===== src/rtl/sel_max_stream.sv =====
// Streaming row-maximum / argmax unit: one LANES-wide beat per cycle goes
// through a registered comparator tree, and the per-beat winners are merged
// into a running per-row maximum. One result is emitted per I_LAST row.

// Single compare node: b replaces a only when strictly greater, so ties keep a.
module sel_max_node #(
  parameter int D_W = 16,
  parameter int IW  = 4
) (
  input  logic [D_W-1:0] a_val_i,
  input  logic [IW-1:0]  a_idx_i,
  input  logic [D_W-1:0] b_val_i,
  input  logic [IW-1:0]  b_idx_i,
  input  logic           sgn_i,
  output logic [D_W-1:0] val_o,
  output logic [IW-1:0]  idx_o
);
  logic b_gt;

  // Mode-dependent strict greater-than; the winner is muxed through.
  always_comb begin
    b_gt  = sgn_i ? ($signed(b_val_i) > $signed(a_val_i)) : (b_val_i > a_val_i);
    val_o = b_gt ? b_val_i : a_val_i;
    idx_o = b_gt ? b_idx_i : a_idx_i;
  end
endmodule

module sel_max_stream #(
  parameter int D_W   = 16,
  parameter int LANES = 16,
  parameter int CNT_W = 8
) (
  input  logic                              I_CLK,
  input  logic                              I_RST,
  input  logic                              I_VLD,
  output logic                              O_RDY,
  input  logic [LANES-1:0][D_W-1:0]         I_DATA,
  input  logic                              I_LAST,
  input  logic                              I_SIGNED,
  output logic                              O_VLD,
  input  logic                              I_RDY,
  output logic [D_W-1:0]                    O_MAX,
  output logic [CNT_W+$clog2(LANES)-1:0]    O_IDX,
  output logic [CNT_W-1:0]                  O_CNT
);
  localparam int L     = $clog2(LANES);
  localparam int NODES = 2*LANES - 1;
  localparam int IW    = CNT_W + L;

  typedef enum logic {EMPTY, ACCUM} state_t;

  // The tree is a heap: node n has children 2n+1 / 2n+2, leaves hold the
  // registered input lanes in order (lower lanes on the left), node 0 is root.
  logic [NODES-1:0][D_W-1:0] val_q;
  logic [NODES-1:0][L-1:0]   idx_q;
  logic [LANES-2:0][D_W-1:0] win_val;
  logic [LANES-2:0][L-1:0]   win_idx;

  // Per-stage sideband: stage 0 = registered input, stage L = tree root.
  logic [L:0]            vld_pipe, sgn_pipe, last_pipe;
  logic [L:0][CNT_W-1:0] beat_pipe;
  logic [CNT_W-1:0]      beat_q;

  state_t         state_q, state_d;
  logic [D_W-1:0] acc_max_q, acc_max_d, mrg_val, new_val;
  logic [IW-1:0]  acc_idx_q, acc_idx_d, mrg_idx, new_idx, t_idx;
  logic           stall, fire, load;
  logic           o_vld_q;
  logic [D_W-1:0] o_max_q;
  logic [IW-1:0]  o_idx_q;
  logic [CNT_W-1:0] o_cnt_q;

  assign stall = o_vld_q && !I_RDY;
  assign O_RDY = !stall;
  assign O_VLD = o_vld_q;
  assign O_MAX = o_max_q;
  assign O_IDX = o_idx_q;
  assign O_CNT = o_cnt_q;

  // Comparator array; each node takes the mode flag of the stage feeding it.
  for (genvar n = 0; n < LANES-1; n++) begin : g_node
    localparam int DEP = $clog2(n+2) - 1;
    sel_max_node #(.D_W(D_W), .IW(L)) u_node (
      .a_val_i (val_q[2*n+1]), .a_idx_i (idx_q[2*n+1]),
      .b_val_i (val_q[2*n+2]), .b_idx_i (idx_q[2*n+2]),
      .sgn_i   (sgn_pipe[L-1-DEP]),
      .val_o   (win_val[n]),   .idx_o   (win_idx[n])
    );
  end

  // Valid shift register and beat counter; everything freezes on stall.
  always_ff @(posedge I_CLK) begin
    if (I_RST) begin
      vld_pipe <= '0;
      beat_q   <= '0;
    end else if (!stall) begin
      vld_pipe <= {vld_pipe[L-1:0], I_VLD};
      if (I_VLD) beat_q <= I_LAST ? '0 : beat_q + 1'b1;
    end
  end

  // Tree datapath and sideband; payload is qualified by vld_pipe, so no reset.
  always_ff @(posedge I_CLK) begin
    if (!stall) begin
      sgn_pipe  <= {sgn_pipe[L-1:0], I_SIGNED};
      last_pipe <= {last_pipe[L-1:0], I_LAST};
      beat_pipe <= {beat_pipe[L-1:0], beat_q};
      for (int i = 0; i < LANES; i++) begin
        val_q[LANES-1+i] <= I_DATA[i];
        idx_q[LANES-1+i] <= L'(i);
      end
      for (int n = 0; n < LANES-1; n++) begin
        val_q[n] <= win_val[n];
        idx_q[n] <= win_idx[n];
      end
    end
  end

  // Row merge: the earlier accumulated index wins ties.
  assign t_idx = {beat_pipe[L], idx_q[0]};
  assign fire  = vld_pipe[L] && !stall;

  sel_max_node #(.D_W(D_W), .IW(IW)) u_merge (
    .a_val_i (acc_max_q), .a_idx_i (acc_idx_q),
    .b_val_i (val_q[0]),  .b_idx_i (t_idx),
    .sgn_i   (sgn_pipe[L]),
    .val_o   (mrg_val),   .idx_o   (mrg_idx)
  );

  // Accumulator next state: load first beat as-is, merge later beats, flush on last.
  always_comb begin
    state_d   = state_q;
    acc_max_d = acc_max_q;
    acc_idx_d = acc_idx_q;
    load      = 1'b0;
    new_val   = (state_q == EMPTY) ? val_q[0] : mrg_val;
    new_idx   = (state_q == EMPTY) ? t_idx    : mrg_idx;
    if (fire) begin
      if (last_pipe[L]) begin
        load    = 1'b1;
        state_d = EMPTY;
      end else begin
        state_d   = ACCUM;
        acc_max_d = new_val;
        acc_idx_d = new_idx;
      end
    end
  end

  // Accumulator state register.
  always_ff @(posedge I_CLK) begin
    if (I_RST) begin
      state_q   <= EMPTY;
      acc_max_q <= '0;
      acc_idx_q <= '0;
    end else begin
      state_q   <= state_d;
      acc_max_q <= acc_max_d;
      acc_idx_q <= acc_idx_d;
    end
  end

  // Result register: a new load overrides the consume-clear in the same cycle.
  always_ff @(posedge I_CLK) begin
    if (I_RST) begin
      o_vld_q <= 1'b0;
      o_max_q <= '0;
      o_idx_q <= '0;
      o_cnt_q <= '0;
    end else if (load) begin
      o_vld_q <= 1'b1;
      o_max_q <= new_val;
      o_idx_q <= new_idx;
      o_cnt_q <= beat_pipe[L];
    end else if (o_vld_q && I_RDY) begin
      o_vld_q <= 1'b0;
    end
  end
endmodule


===== config.mk =====
export PLATFORM = sky130hd
export DESIGN_NAME = sel_max_stream
export DESIGN_NICKNAME = d
export VERILOG_FILES = /design/src/rtl/sel_max_stream.sv
export SDC_FILE = /design/constraint.sdc
export NUM_CORES = 1
export LEC_CHECK = 0
export CAP_MARGIN = 20
export CORE_AREA = 2 2 248 250
export DETAILED_ROUTE_END_ITERATION = 6
export DIE_AREA = 0 0 250 252
export GPL_TIMING_DRIVEN = 1
export HOLD_SLACK_MARGIN = 0.08
export PLACE_DENSITY = 0.76
export SKIP_LAST_GASP = 1
export SYNTH_ARGS = -nofsm -noshare
export SYNTH_HDL_FRONTEND = slang
export SYNTH_SLANG_ARGS = --single-unit

===== constraint.sdc =====
create_clock -name I_CLK -period 13.74 [get_ports I_CLK]
set_input_delay 2.061 -clock I_CLK [delete_from_list [all_inputs] [get_ports I_CLK]]
set_output_delay 2.061 -clock I_CLK [all_outputs]
set_load 0.005 [all_outputs]

# After elaboration in Yosys (flattened, before gate mapping)
# Cells that the tools add are included.
[classes]
mux = 56
reduce_logical = 8
n_lt_le_gt_ge = 32
addsub = 1
n_bitwise = 2
[op_table]
columns = ["op", "count"]
rows = [
  ["$gt 16x16->1", 32],
  ["$mux 16", 17],
  ["$mux 1", 29],
  ["$mux 4", 7],
  ["$mux 12", 2],
  ["$add 8x1->8 const B", 1],
  ["$mux 8", 1],
  ["$reduce_and 2->1", 2],
  ["$logic_and 1x1->1", 3],
  ["$logic_not 1->1", 2],
  ["$not 1->1", 2],
  ["$reduce_bool 2->1", 1],
]
[word_totals]
input_bits = 262
regBits = 685
out_inout_bits = 38

# Longest topological paths before layout
[logic_depth]
ltp_word = 6
depth_mapped = 11
ltp_nobuf = 10

# By module
# A second synthesis with hierarchy kept.
[unflattened]
cells_unflattened = 2331
hier_area_um2 = 34027.6
[by_module_without_submodules]
columns = ["module", "area_each_um2", "n_inst", "cells_per_inst"]
rows = [
  ["sel_max_stream", 21893.5, 1, 1026],
  ["sel_max_node (g_node[0].u_node ...)", 750.7, 15, 81],
  ["sel_max_node (u_merge)", 873.3, 1, 90],
]

# Worst setup path before layout
# Ideal clock, no wire load.
[synth_timing]
path_kind = "input -> register"
start = "input port I_RDY"
end = "register o_cnt_q[5], in the netlist O_CNT[5]"
path_stages = 6
n_path_buf = 2
setup_time_ns = 0.117
arrival_ns = 10.960
slack_ns = 2.664
required_ns = 13.623
path_cell_list = "nor2b_1 inv_1 buf_2 a31oi_1 clkbuf_1 a22o_1"
[synth_between]
elab_chain_cells = 5
[synth_lines]
columns = ["element", "line", "rtl"]
rows = [
  ["start: declaration", "41", "input logic I_RDY,"],
  ["$logic_not 1->1", "73", "assign stall = o_vld_q && !I_RDY;"],
  ["$logic_and 1x1->1", "73", ""],
  ["$logic_not 1->1", "-", ""],
  ["net O_RDY", "36", "output logic O_RDY,"],
  ["$logic_and 1x1->1", "121", "assign fire = vld_pipe[L] && !stall;"],
  ["$mux 1", "138", "if (fire) begin"],
  ["end signal: assignment", "174", "o_cnt_q <= beat_pipe[L];"],
  ["end: declaration", "71", "logic [CNT_W-1:0] o_cnt_q;"],
]
# The timed path passes the listed nets, and every way through them passes these cells.
# A chain may end at the register's enable or synchronous reset.

# Worst setup path in the final report
[layout_timing]
start = "input port I_RDY"
end = "output port O_RDY"
[layout_between]
elab_chain_cells = 3
[layout_lines]
columns = ["element", "line", "rtl"]
rows = [
  ["$logic_not 1->1", "73", ""],
  ["$logic_and 1x1->1", "73", ""],
  ["$logic_not 1->1", "74", "assign O_RDY = !stall;"],
  ["end: declaration", "36", ""],
]
# No other way between the ends.

==> summary.md <==
| Metric | Value |
|---|---|
| Outcome | finished clean |
| FF+latch count, synth | 651 |
| Vias | 17727 |
| Setup CP Type | in -> out |
| Fin nets | 2976 |
| TritonCTS clock tree | built |
| Fin crit share | 44.0% |
| Leak pwr | 15.1 nW |
| Post-CTS sizing | 0 |
| Post-CTS Setup Bufs | 0 |
| Crit path DAT | 3980 ps |
| Port Buffer Count | 299 |
| Width of the die | 250 um |
| GRT overflow | 0 |
| Netlist cell types | 68 |
| Final Core Density | 60.0% |
| WP data required | 11680 ps |
| Post-synth EDFFs | 572 |
| First-pass GRT wire length | 98.2 mm |
| CTS root buffer | clkbuf_16 |
| Cells on worst reg2reg path | 9 |
| Max Clk Rate | 166 MHz |
| Pin count of the biggest net entering global routing | 188 |
| Final setup fails | 0 |
| Ys async rst share | 0% |
| Via density | 5.38 |
| Hold path cells | 0 |
| Detailed Route WL | 62.9 mm |
| Register area share after synthesis | 62.9% |
| Clk buf depth | 3 |
| CTS Sinks | 651 |
| Initial antenna violation count | 0 |
| Drt wl/cell | 19.1 um |
| Ranking of synthesized cells by area | edfxtp_1 (58%), ha_1 (11%), mux2_2 (8.5%) |
| GP Congestion | 0.870 |
| Hold WC Path Type | reg -> reg |
| Clk_skew | 20.4 ps |
| RSZ-0062 raised after global routing | no |
| Hold WS | 418 ps |
| Startpoint types | input port |
| CTS buffer count | 72 |
| Vias in the first global route | 18435 |
| Worst VDD drop | 0.000108 V |
| Initial drt markers | 1140 |
| DRC violations left | 0 |
| Initial Util | 49.6% |
| IO Count | 300 |
| Pre-CTS WS | 7650 ps |
| Fin Setup TNS | 0 ps |
| Tmin final | 6040 ps |
| N_diodes | 0 |
| Hold Buf Count CTS | 0 |
| Final worst slack | 7700 ps |
| Syn nets | 2626 |
| Max Transition Viols Final | 0 |
| Slew headroom | 23.0% |
| Clk slew on worst S/H paths | 50 ps |
| Syn avg cell area | 14.2 sq um |
| Cell Pwr Density | 162 nW/um^2 |
| Core region area | 60100 sq um |
| Die height | 252 um |
| Synthesis-to-layout area growth | 21.0% |
| Mapped Cells | 2107 |
| DR pass1 iterations | 5 |
| Layout cells sized above 1 | 14.4% |
| H-tree levels | 3 |
| Antenna viol nets, final | 0 |
| Critical Path End Type | output pin |
| Share of the synthesized area in the top cell type | 57.6% |
| Warnings from Yosys | 0 |
| Detail Placement HPWL | 45.7 mm |
| Largest fanout on the critical path | 53 |
| Total Routing Usage GR | 20.0% |
| Slew @ Worst Pin | 1150 ps |
| Most used DFF post-synth | edfxtp_1 |
| Yosys top cell by area | edfxtp_1 |
| Post-Syn Area | 29800 sq um |
| Maxcap violations | 0 |
| Final Hold Fails | 0 |
| Row Count | 90 |
| Clk Latency, worst-skew pair | 610 ps |
| Die area | 63000 sq um |
[where the power goes]
| part | switching (mW) | total (mW) | internal (mW) |
|---|---|---|---|
| sequential | 0.197 | 2.72 | 2.52 |
| clock | 0.768 | 1.91 | 1.14 |
| combinational | 0.576 | 1.21 | 0.637 |
[cells in the final DEF, fill, tap and decap left out, types with 18 or more instances in the layout]
cell	n
a21o_1	32
a21oi_1	73
a22oi_1	20
and3_1	18
clkbuf_16	72
clkdlybuf4s50_1	299
clkinv_1	19
dfxtp_1	79
edfxtp_1	572
ha_1	257
inv_1	266
mux2_2	224
mux2i_1	29
nand2_1	111
nand3_1	28
nand4_1	33
nor2_1	66
nor3_1	18
o21ai_0	62
[worst paths after layout]
path                            slack [ps]          from           end
worst max-delay path                  7700         I_RDY         O_RDY
worst min-delay path                   420  last_pipe[3]  last_pipe[4]
worst max register to register       10470     val_q[46]     val_q[13]
worst min register to register         420  last_pipe[3]  last_pipe[4]
[per-layer routing]
metal | GRT usage (%) | part of all wire (%) | vias to the layer above | wire, um
li1 | - | - | 8539 | -
met1 | 24.8 | 42 | 8615 | 26200
met2 | 35.2 | 51 | 445 | 32000
met3 | 3.22 | 4.3 | 128 | 2710
met4 | 7.31 | 3.0 | 0 | 1910
met5 | 0 | 0 | - | 0
[cell families after synthesis]
| kind of cell | after synthesis | synth area share [%] |
|---|---|---|
| AOI/OAI and AO/OA | 279 | 6.19 |
| adders and majority gates | 257 | 10.8 |
| and+or+nand+nor | 340 | 5.79 |
| DFF | 651 | 62.9 |
| buffers and inverters | 306 | 4.22 |
| muxes | 266 | 9.92 |
| xor gates and xnor gates | 8 | 0.235 |
[layout make-up]
type	count	area [sq um]
Multi-Input combinational cell	1150	9850
Clock buffer	84	1860
Fill cell	4496	24000
Inverter	268	1010
Tap cell	782	978
Clock inverter	44	477
Sequential cell	651	18800
Timing Repair Buffer	314	3170
[synthesized netlist by cell type (7+ instances only)]
master / number
inv_1: 267
a31oi_1: 7
and3_1: 18
nand2_1: 111
nor2_1: 66
nor2b_1: 15
a211oi_1: 16
nor3_1: 18
ha_1: 257
a22oi_1: 20
a22o_1: 9
o21ai_0: 62
a32oi_1: 8
nand4_1: 33
o211ai_1: 17
a21oi_1: 73
and4_1: 7
mux2_1: 13
clkbuf_1: 12
mux2_2: 224
buf_4: 9
buf_2: 11
nand2b_1: 14
nor4_1: 8
edfxtp_1: 572
a21o_1: 32
nand3_1: 28
dfxtp_1: 79
mux2i_1: 29
[flip-flops by register name (all words and copies together), names as in the netlist, 8 cells and up]
register   cells
O_CNT          8
beat_q         8
O_MAX         16
acc_idx_q     12
acc_max_q     16
idx_q         26
val_q        496
O_IDX         12
beat_pipe     40
[critical path, cell delays in order]
cell	delay (ps)
clkdlybuf4s50_1	430
nor2b_1	550
inv_8	280
clkdlybuf4s50_1	590
[stage by stage]
stage	instance area, sq um	cells	total power [mW]
after floorplan	29800	2107	3.54
after global placement	33700	3160	3.90
after detailed placement	33700	3160	3.96
after CTS	36000	3288	5.88
after global routing	36100	3293	6.12
final	36100	3293	5.84
Note: power is estimated with default switching activity, not from simulation.
